$ cat config.mk
export PLATFORM = sky130hd
export DESIGN_NAME = dca_matrix_store_row_writer
export DESIGN_NICKNAME = d
export VERILOG_FILES = /design/src/rtl/dca_matrix_store_row_writer.sv
export SDC_FILE = /design/constraint.sdc
export NUM_CORES = 1
export LEC_CHECK = 0
export ABC_AREA = 0
export BUFFER_PORTS_ARGS = -buffer_cell sky130_fd_sc_hd__buf_2
export CAP_MARGIN = 0
export CORE_ASPECT_RATIO = 0.75
export CORE_UTILIZATION = 50
export CTS_CLUSTER_DIAMETER = 200
export DETAILED_ROUTE_END_ITERATION = 8
export GPL_TIMING_DRIVEN = 0
export PLACE_DENSITY = 0.83
export SLEW_MARGIN = 15
export SYNTH_ARGS = -nofsm -noshare
export SYNTH_HDL_FRONTEND = slang
export SYNTH_SLANG_ARGS = --single-unit
$ cat constraint.sdc
create_clock -name clk -period 2.71 [get_ports clk]
set_clock_uncertainty 0.1 [all_clocks]
set_input_delay 0.1355 -clock clk [delete_from_list [all_inputs] [get_ports clk]]
set_output_delay 0.1355 -clock clk [all_outputs]
set_load 0.005 [all_outputs]
$ cat src/rtl/dca_matrix_store_row_writer.sv
// Pulls store rows into a 2-deep buffer and writes each one to addr + k*stride; mem_wreq at the earliest one cycle after a pull.
// Full rate with mem_wgrant held high; a withheld grant fills the buffer, then stalls row_rvalid.
module dca_matrix_store_row_writer #(
  parameter int MATRIX_SIZE_PARA = 8,
  parameter int BW_TENSOR_SCALAR = 32,
  parameter int BW_ADDR          = 32,
  parameter int BW_ROW           = MATRIX_SIZE_PARA*BW_TENSOR_SCALAR,
  parameter int BW_NUM_ROW       = $clog2(MATRIX_SIZE_PARA)+1
) (
  input  logic                  clk,
  input  logic                  rstnn,
  input  logic                  clear,
  input  logic                  enable,
  output logic                  busy,
  input  logic                  cmd_valid,
  output logic                  cmd_ready,
  input  logic [BW_ADDR-1:0]    cmd_addr,
  input  logic [BW_ADDR-1:0]    cmd_stride,
  input  logic [BW_NUM_ROW-1:0] cmd_num_row,
  output logic                  cmd_done,
  input  logic                  row_rready,
  output logic                  row_rvalid,
  output logic                  row_rlast,
  input  logic [BW_ROW-1:0]     row_rdata,
  output logic                  mem_wreq,
  input  logic                  mem_wgrant,
  output logic [BW_ADDR-1:0]    mem_waddr,
  output logic [BW_ROW-1:0]     mem_wdata,
  output logic                  mem_wlast
);

  localparam logic [BW_NUM_ROW-1:0] MAX_ROW = BW_NUM_ROW'(MATRIX_SIZE_PARA);

  typedef enum logic {IDLE, RUN} state_t;
  state_t state_q, state_d;

  logic [BW_ADDR-1:0]    stride_q, waddr_q;
  logic [BW_NUM_ROW-1:0] num_row_q, pcnt_q, wcnt_q, num_sat;
  logic                  done_q;

  logic [BW_ROW-1:0]  fifo_data [2];
  logic [BW_ADDR-1:0] fifo_addr [2];
  logic [1:0]         fifo_last;
  logic               rd_ptr, wr_ptr;
  logic [1:0]         fifo_cnt;

  logic accept, push, pop, last_wr, fifo_nempty;

  assign num_sat     = (cmd_num_row > MAX_ROW) ? MAX_ROW : cmd_num_row;
  assign fifo_nempty = (fifo_cnt != 2'd0);

  assign cmd_ready  = enable & (state_q == IDLE);
  assign accept     = cmd_valid & cmd_ready;
  // Only the registered count gates the pull; a same-cycle pop never frees a slot early.
  assign row_rvalid = enable & (state_q == RUN) & (pcnt_q < num_row_q) & (fifo_cnt < 2'd2);
  assign row_rlast  = row_rvalid & (pcnt_q == num_row_q - 1'b1);
  assign push       = row_rvalid & row_rready;

  assign mem_wreq  = enable & fifo_nempty;
  assign mem_waddr = fifo_addr[rd_ptr];
  assign mem_wdata = fifo_data[rd_ptr];
  assign mem_wlast = mem_wreq & fifo_last[rd_ptr];
  assign pop       = mem_wreq & mem_wgrant;
  assign last_wr   = pop & (state_q == RUN) & (wcnt_q == num_row_q - 1'b1);

  assign cmd_done = done_q & enable;
  assign busy     = (state_q == RUN) | fifo_nempty;

  always_ff @(posedge clk or negedge rstnn) begin
    if (!rstnn) state_q <= IDLE;
    else        state_q <= state_d;
  end

  always_comb begin
    state_d = state_q;
    if (clear) begin
      state_d = IDLE;
    end else begin
      case (state_q)
        IDLE:    if (accept && num_sat != '0) state_d = RUN;
        RUN:     if (last_wr) state_d = IDLE;
        default: state_d = IDLE;
      endcase
    end
  end

  always_ff @(posedge clk or negedge rstnn) begin
    if (!rstnn) begin
      stride_q  <= '0;
      waddr_q   <= '0;
      num_row_q <= '0;
      pcnt_q    <= '0;
      wcnt_q    <= '0;
      done_q    <= 1'b0;
      fifo_data <= '{default: '0};
      fifo_addr <= '{default: '0};
      fifo_last <= '0;
      rd_ptr    <= 1'b0;
      wr_ptr    <= 1'b0;
      fifo_cnt  <= '0;
    end else if (clear) begin
      pcnt_q   <= '0;
      wcnt_q   <= '0;
      done_q   <= 1'b0;
      rd_ptr   <= 1'b0;
      wr_ptr   <= 1'b0;
      fifo_cnt <= '0;
    end else begin
      // done_q holds across enable=0 so a pending pulse is delivered once unfrozen.
      if (enable) done_q <= (accept && num_sat == '0) || last_wr;
      if (accept) begin
        stride_q  <= cmd_stride;
        waddr_q   <= cmd_addr;
        num_row_q <= num_sat;
        pcnt_q    <= '0;
        wcnt_q    <= '0;
      end
      if (push) begin
        fifo_data[wr_ptr] <= row_rdata;
        fifo_addr[wr_ptr] <= waddr_q;
        fifo_last[wr_ptr] <= row_rlast;
        wr_ptr            <= ~wr_ptr;
        pcnt_q            <= pcnt_q + 1'b1;
        waddr_q           <= waddr_q + stride_q;
      end
      if (pop) begin
        rd_ptr <= ~rd_ptr;
        wcnt_q <= wcnt_q + 1'b1;
      end
      case ({push, pop})
        2'b10:   fifo_cnt <= fifo_cnt + 2'd1;
        2'b01:   fifo_cnt <= fifo_cnt - 2'd1;
        default: fifo_cnt <= fifo_cnt;
      endcase
    end
  end

endmodule

After elaboration in Yosys (flattened, before gate mapping)
Index checks and enable logic that the tools add are counted.
W data, S select, Z words.
{"block": "op_classes", "reduce_logical": 18, "bitwise_logic": 20, "mux": 37, "n_eq_ne": 4, "n_lt_le_gt_ge": 9, "addsub": 6}
{"cell": "$mux W256", "n": 4}
{"cell": "$bwmux W512", "n": 1}
{"cell": "$demux W256 S1", "n": 1}
{"cell": "$mux W32", "n": 6}
{"cell": "$bwmux W64", "n": 1}
{"cell": "$add A32 B32 Y32", "n": 1}
{"cell": "$demux W32 S1", "n": 1}
{"cell": "$mux W4", "n": 6}
{"cell": "$and A1 B1 Y1", "n": 13}
{"cell": "$mux W1", "n": 12}
{"cell": "$reduce_bool A2 Y1", "n": 5}
{"cell": "$reduce_bool A3 Y1", "n": 3}
{"cell": "$add A4 B1 Y4 const B", "n": 2}
{"cell": "$eq A4 B4 Y1", "n": 2}
{"cell": "$reduce_and A2 Y1", "n": 3}
{"cell": "$ge A2 B2 Y1 const B", "n": 2}
{"cell": "$gt A4 B4 Y1 const B", "n": 1}
{"cell": "$logic_and A1 B1 Y1", "n": 4}
{"cell": "$logic_not A4 Y1", "n": 1}
{"cell": "$lt A1 B2 Y1 const B", "n": 2}
{"cell": "$lt A4 B4 Y1", "n": 1}
{"cell": "$not A1 Y1", "n": 4}
{"cell": "$not A1 Y2", "n": 2}
{"cell": "$pmux W2 S2", "n": 1}
{"cell": "15 further kinds", "n": 15}
{"block": "word_totals", "ff_bits": 660, "inputBits": 331, "output_inout_bits": 295}

Longest topological paths before layout
Gate-level depths: netlist (run 1).
{"block": "logic_depth", "word_depth": 8, "depth_mapped": 12, "ltp_nobuf": 10}

Worst setup path after synthesis (run 1)
No wires, ideal clock.
{"block": "synth_path", "path_kind": "reg2reg", "from": "register waddr_q[0]", "to": "register waddr_q[26]", "arrival_ns": 2.354, "path_stages_with_launch": 11, "path_buffers": 0, "setup_slack_ns": 0.182, "setup_ns": 0.074, "required_ns": 2.536, "synth_period_minus_slack_ns": 2.528, "cell_sequence": "dfrtp_1 ha_1 fa_1 a21o_1 nand3_1 a31oi_2 o31ai_2 a21oi_2 nand4_1 mux2_2 o21ai_2"}
{"block": "synth_via", "elab_chain_cells": 2}
{"element": "start: declaration", "line": "37", "text": "logic [BW_ADDR-1:0] stride_q, waddr_q;"}
{"element": "start signal: assignment", "line": "113", "text": "waddr_q <= cmd_addr;"}
{"element": "start signal: assignment", "line": "124", "text": "waddr_q <= waddr_q + stride_q;"}
{"element": "$add A32 B32 Y32", "line": "124"}
{"element": "$mux W32", "line": "118", "text": "if (push) begin"}
Every way passes these cells.
A chain may end at the register's enable or synchronous reset.

Final worst setup path (run 1)
{"block": "layout_path", "from": "register pcnt_q[1]", "to": "register fifo_data[383] (netlist name)"}
{"block": "layout_via", "elab_chain_cells": 5}
{"element": "start: declaration", "line": "38", "text": "logic [BW_NUM_ROW-1:0] num_row_q, pcnt_q, wcnt_q, num_sat;"}
{"element": "start signal: assignment", "line": "123", "text": "pcnt_q <= pcnt_q + 1'b1;"}
{"element": "$lt A4 B4 Y1", "line": "55", "text": "assign row_rvalid = enable & (state_q == RUN) & (pcnt_q < num_row_q) & (fifo_cnt < 2'd2);"}
{"element": "$and A1 B1 Y1 (2 in series)", "line": "55"}
{"element": "$and A1 B1 Y1", "line": "57", "text": "assign push = row_rvalid & row_rready;"}
{"element": "$reduce_and A2 Y1 (no line)"}
{"element": "end signal: indexed assignment", "line": "119", "text": "fifo_data[wr_ptr] <= row_rdata;"}
{"element": "end: declaration", "line": "41", "text": "logic [BW_ROW-1:0] fifo_data [2];"}
Every way passes these cells.

==> results.sh, run 1 <==
export IMPL_outcome="finished with violations"
export IMPL_violations="setup timing"
export IMPL_num_vias=23650
export IMPL_hold_class="input pin to asynchronous set/reset pin"
export IMPL_regArea_um2=16520
export IMPL_htree_levels=3
export IMPL_fin_crit_ps=2730
export IMPL_synth_simple_area_share_pct=3.833
export IMPL_antenna_found_initial=6
export IMPL_required_ps=3100
export IMPL_synth_mux_area_share_pct=33.18
export IMPL_powerDensity_nw_per_um2=746.7
export IMPL_arrival_ps=3120
export IMPL_die_w_um=287.3
export IMPL_via_per_inst=5.730
export IMPL_endpoint_kind="flop"
export IMPL_ys_seq_elements=660
export IMPL_row_count=78
export IMPL_p_total_w=0.03102
export IMPL_clock_sinks=660
export IMPL_multi_input_area_um2=13590
export IMPL_layout_drive_gt1_share_pct=53.78
export IMPL_clockBufferDepth=3
export IMPL_clk_pin_slew_ps=70
export IMPL_irDropWorstVdd_uv=642.8
export IMPL_finalNetCount=3634
export IMPL_dieHeight_um=216.0
export IMPL_port_buffers=625
export IMPL_finalHoldViolations=0
export IMPL_grt_pass1_wl_mm=146.5
export IMPL_grt_max_degree=115
export IMPL_grt_util_all_layers_pct=30.55
export IMPL_slew_headroom_pct=49.59
export IMPL_yosysWarnings=0
export IMPL_core_area_um2=60410
export IMPL_cts_tree="done"
export IMPL_setup_violations=14
export IMPL_cap_violations=0
export IMPL_crit_type="flop to flop"
export IMPL_wl_mm=100.8
export IMPL_finalCritPeriodShare_pct=100.8
export IMPL_rsz0062_at_grt="true"
export IMPL_syn_avg_cell_area_um2=13.82
export IMPL_cp_start_kind="flop"
export IMPL_worst_pin_slew_ps=756.2
export IMPL_netlist_area_um2=30520
export IMPL_grt_pass1_vias=25450
export IMPL_syn_nets=2579
export IMPL_drc=0
export IMPL_async_reset_ff_share_pct=100.0
export IMPL_postRouteAntennaNets=0
export IMPL_finish_instance_area_um2=41550
export IMPL_worstSkewPairLatency_ps=590
export IMPL_layout_setup_ws_ps=-20.37
export IMPL_routedWlPerCell_um=24.43
export IMPL_dp_hpwl_mm=61.94
export IMPL_syn_to_final_growth_pct=36.12
export IMPL_io_pins=626
export IMPL_yosys_area_share_xor_xnor_pct=1.148
export IMPL_overflow=0
export IMPL_synth_largest_area_cell="dfrtp_1"
export IMPL_ys_seq_area_share_pct=54.11
export IMPL_synthFlopType="dfrtp_1"
export IMPL_synth_area_top_cells="dfrtp_1 (54%), mux2_2 (28%), mux2_4 (4.8%)"
export IMPL_drv_slew=0
export IMPL_synth_compound_area_share_pct=3.865
export IMPL_drtIter0Drc=1599
export IMPL_netlist_instances=2209
export IMPL_place_area_um2=34830
export IMPL_root_buffer="clkbuf_16"
export IMPL_ys_types=60
export IMPL_drt_first_pass_iters=5
export IMPL_crit_fanout=8
export IMPL_final_common_cell="mux2_2"
export IMPL_gp_congestion=0.9168
export IMPL_fillers=3737
export IMPL_layout_common_cells="mux2_2 (766), dfrtp_1 (659), buf_2 (655)"
export IMPL_dieArea_um2=62050
export IMPL_power_leakage_nw=21.16
export IMPL_start_util_pct=50.53
export IMPL_synthAdderAreaFrac_pct=1.623
export IMPL_fmax_ghz=0.3663
export IMPL_synth_top_family_by_area="multiplexers"
export IMPL_synth_edf_count=0
export IMPL_yosysTopAreaCellShare_pct=54.11
export IMPL_numCtsBuffers=67
## logic make-up (layout without fill, tap and decap cells)
kind of cell	Yosys count	after routing
other cells	0	11
buf+inv	143	1251
simple gates	268	268
flops	660	660
xor+xnor	40	40
compound gates	192	192
mux	867	867
fa+ha+maj	39	39
## metal layers
| metal | global-route usage (%) | vias to the layer above | part of all wire, % |
|---|---|---|---|
| met5 | 0 | - | 0 |
| met4 | 15.83 | 0 | 5.5 |
| met1 | 36.12 | 12100 | 38 |
| met3 | 7.167 | 366 | 7.2 |
| li1 | - | 10030 | - |
| met2 | 51.79 | 1156 | 50 |
## cell usage after synthesis, drive strengths merged (3+ instances only)
cell    count
nand3b      4
a22oi       6
and3        8
o21a        7
a211oi      4
dfrtp     660
o21ai      47
nand4       6
xnor2      19
and2        5
buf        71
nor2       43
nor3        8
a32oi       3
o211ai      4
a31oi      12
nand2b      4
mux2      865
ha         38
o22ai       6
or3         3
a21oi      75
nor2b       6
inv        12
nand2     154
xor2       21
a21o       11
nand3      20
clkbuf     60
o31ai       3
## cell type report
class / instances / area share [%]
clock inverter: 27 / 0.9486
inverter: 12 / 0.1084
buffer: 126 / 2.259
multi-input combinational: 1406 / 32.71
antenna: 11 / 0.06625
tap: 800 / 2.409
clock buffer: 95 / 4.632
timing repair buffer: 991 / 17.11
sequential: 660 / 39.75
## state kept, by name, summed over array words and instances, names as in the netlist
register / count
done_q: 1
fifo_addr: 64
fifo_cnt: 2
fifo_data: 512
fifo_last: 2
num_row_q: 4
pcnt_q: 4
rd_ptr: 1
state_q: 1
stride_q: 32
waddr_q: 32
wcnt_q: 4
wr_ptr: 1
## final timing paths
path	end	start	cells after the start	slack [ps]
min reg2reg	fifo_last[1]$_DFFE_PN0P_	fifo_last[1]$_DFFE_PN0P_	2	390
min in group clk	done_q$_DFFE_PN0P_	clear	3	110
max reg2reg	fifo_data[383]$_DFFE_PN0P_	pcnt_q[1]$_DFFE_PN0P_	9	-20
max in group asynchronous	fifo_data[467]$_DFFE_PN0P_	rstnn	5	850
min	fifo_data[386]$_DFFE_PN0P_	rstnn	3	60
max	fifo_data[383]$_DFFE_PN0P_	pcnt_q[1]$_DFFE_PN0P_	9	-20
## critical path: stages, from the launching register on
cell,delay (ps)
dfrtp_2,440
ha_4,240
nor2b_4,110
o21a_1,210
o21a_1,210
or3_4,420
buf_12,170
clkbuf_16,210
buf_16,170
mux2_4,330
## where the power goes
part | leakage (nW) | total [W] | switching [W] | internal (W)
Sequential | 8.73 | 0.0126 | 0.00113 | 0.0115
Clock | 1.13 | 0.00981 | 0.00419 | 0.00562
Combinational | 11.3 | 0.00860 | 0.00405 | 0.00456
## metrics by stage
step                      hold slack, ps  utilization, %  setup slack, ps  instances  setup TNS, ps
after CTS                          40.20           67.46          0.07083       4098              0
after floorplan                   -260.1               -            181.6       2209              0
after global routing               69.96           68.76           -91.32       4123          -5866
final                              59.79           68.78           -20.37       4128         -91.53
after global placement             231.4           57.36           -11310       3634       -7593870
after detailed placement          -19.96           57.65           -889.3       3640        -214860
## what timing repair did
item	CTS	global route
cloned	0	13
endpoints found under the setup margin	803	542
hold buffers	331	1
pin swaps	9	13
gates resized for setup	74	125
hold endpoints to repair	916	1
buffers inserted	5	10
Note: power is estimated with default switching activity, not from simulation.
==> run 2, diff against run 1 <==
CORE_AREA = 2 2 243 245   (was unset)
CORE_ASPECT_RATIO = unset   (was 0.75)
CORE_UTILIZATION = unset   (was 50)
DIE_AREA = 0 0 245 247   (was unset)
TNS_END_PERCENT = 100   (was unset)
clock period = 3.2 ns   (was 2.71 ns; I/O delays follow)
==> run 2 against run 1 <==
The run ends with hold timing left. Combinational power down 19%. Count of clock-buffer cells in the layout up 1. Die area down 2.5%. Largest power group unchanged. Sequential power down 15%. Non-clock buffer count down 26.
==> results.sh, run 2 (synthesis gave the netlist of run 1 again) <==
export IMPL_cp_start_kind="flop"
export IMPL_p_total_w=0.02650
export IMPL_wl_mm=99.24
export IMPL_die_w_um=245
export IMPL_start_util_pct=52.41
export IMPL_drt_first_pass_iters=5
export IMPL_p_comb_share_pct=26.3
export IMPL_worst_pin_slew_ps=956.4
export IMPL_gp_congestion=0.9058
export IMPL_crit_type="flop to primary output"
export IMPL_grt_pass1_vias=25470
export IMPL_hold_class="input pin to asynchronous set/reset pin"
export IMPL_final_common_cell="mux2_2"
export IMPL_p_int_w=0.01871
export IMPL_layout_drive_gt1_share_pct=51.70
export IMPL_violations="hold timing"
export IMPL_netSwitchingFraction_pct=29.38
export IMPL_drtIter0Drc=1340
export IMPL_power_leakage_nw=20.75
export IMPL_p_clk_share_pct=33.4
export IMPL_switching_power_w=0.007785
export IMPL_dieArea_um2=60520
export IMPL_numCtsBuffers=70
export IMPL_via_per_inst=5.682
export IMPL_postRouteAntennaNets=0
export IMPL_grt_pass1_wl_mm=149.6
export IMPL_top_register="fifo_data"
export IMPL_dp_hpwl_mm=60.52
export IMPL_top_regs="fifo_data: 512 flops, fifo_addr: 64 flops"
export IMPL_irDropWorstVdd_uv=527.2
export IMPL_endpoint_kind="primary output"
export IMPL_htree_levels=3
export IMPL_crit_fanout=10
export IMPL_routedWlPerCell_um=24.35
export IMPL_rsz0062_at_grt="false"
export IMPL_grt_util_all_layers_pct=32.24
export IMPL_num_vias=23160
export IMPL_port_buffers=625
export IMPL_post_cts_setup_buffers=0
export IMPL_worstSkewPairLatency_ps=610
export IMPL_cap_violations=0
export IMPL_finalSetupTns_ps=0
export IMPL_ff2ff_path_depth=9
export IMPL_largest_register_ffs=512
export IMPL_arrival_ps=2840
export IMPL_cts_tree="done"
export IMPL_outcome="finished with violations"
export IMPL_antenna_found_initial=8
export IMPL_syn_to_final_growth_pct=33.13
export IMPL_fmax_ghz=0.3225
export IMPL_hold_ws_ps=-2.630
export IMPL_slew_headroom_pct=36.24
export IMPL_core_area_um2=58240
export IMPL_drv_slew=0
export IMPL_finalCritPeriodShare_pct=96.90
export IMPL_root_buffer="clkbuf_16"
export IMPL_drc=0
export IMPL_row_count=89
export IMPL_dieHeight_um=247
export IMPL_required_ps=2940
export IMPL_finalNetCount=3611
export IMPL_setup_violations=0
export IMPL_clk_pin_slew_ps=60
export IMPL_powerDensity_nw_per_um2=652.0
export IMPL_clock_sinks=660
export IMPL_grt_max_degree=113
export IMPL_fin_crit_ps=3101
export IMPL_fin_util_pct=69.77
export IMPL_io_pins=626
export IMPL_finalHoldViolations=1
export IMPL_clockBufferDepth=3
export IMPL_layout_common_cells="mux2_2 (767), buf_2 (678), dfrtp_1 (660)"
export IMPL_power_frac_seq_pct=40.3
export IMPL_overflow=0
run 2: cell types whose count changed in the layout (fill, tap and decap cells not counted), moves of 6 or more:
| cell | delta |
|---|---|
| ha_1 | +6 |
| buf_12 | -12 |
| clkbuf_4 | -17 |
| buf_6 | +6 |
| clkbuf_16 | -10 |
| a21oi_1 | +6 |
| o21ai_0 | +7 |
| buf_2 | +23 |
| buf_4 | -24 |
| clkbuf_1 | +17 |
run 2: area by class of cell:
class / count / area, µm²
multi-input cells: 1406 / 13330
diodes: 9 / 22.52
flip-flops and latches: 660 / 16520
inverters: 12 / 45.04
fillers: 3488 / 17600
repair buffers: 961 / 6606
well taps: 773 / 967.2
clock buffers: 96 / 2022
clock inverters: 29 / 474.2
plain buffers: 130 / 656.9
run 2: path summary, 6_finish.rpt:
path	from	to	slack (ps)
hold / removal	rstnn	fifo_data[148]$_DFFE_PN0P_	-3
setup / recovery	rd_ptr$_DFFE_PN0P_	mem_wdata[159]	100
min in group clk	clear	wcnt_q[0]$_DFFE_PN0P_	90
hold reg to reg	stride_q[20]$_DFFE_PN0P_	stride_q[20]$_DFFE_PN0P_	390
max in group asynchronous	rstnn	fifo_data[486]$_DFFE_PN0P_	990
setup reg to reg	num_row_q[1]$_DFFE_PN0P_	waddr_q[0]$_DFFE_PN0P_	200
run 2: timing repair:
action	4_1_cts	5_1_grt
hold buffers	330	0
pin swaps	0	0
gates cloned	0	0
setup endpoints to repair	227	51
resized for setup	15	9
endpoints found under the hold margin	817	0
run 2: critical path, stage by stage, from the launching register on:
cell and delay (ps):
dfrtp_1 350, clkbuf_2 390, buf_2 490, clkbuf_2 420, mux2_2 410, buf_2 150
run 2: layer usage:
metal	part of all wire, %	GRT usage, %	vias to the layer above
met5	0	0	-
met4	5.8	18.88	0
met3	7.3	7.543	359
met2	50	55.80	1108
met1	36	36.50	11730
li1	-	-	9968
run 2: stage by stage:
| step | std cells | instance area [µm²] | worst slack, ps |
|---|---|---|---|
| 2_1_floorplan | 2209 | 30520 | 671.6 |
| 3_3_place_gp | 3607 | 34620 | -10850 |
| 3_5_place_dp | 3613 | 34790 | -552.5 |
| 4_1_cts | 4067 | 40610 | 29.23 |
| 5_1_grt | 4074 | 40630 | 7.133 |
| 6_report | 4076 | 40640 | 99.06 |
run 2: power groups by stage:
stage	Sequential (W)	Combinational, W	Clock, W
6_report	0.0107	0.00697	0.00886
3_3_place_gp	0.0105	0.00607	0
5_1_grt	0.0108	0.00746	0.00929
4_1_cts	0.0105	0.00667	0.00885
3_5_place_dp	0.0107	0.00624	0
2_1_floorplan	0.0104	0.00389	0
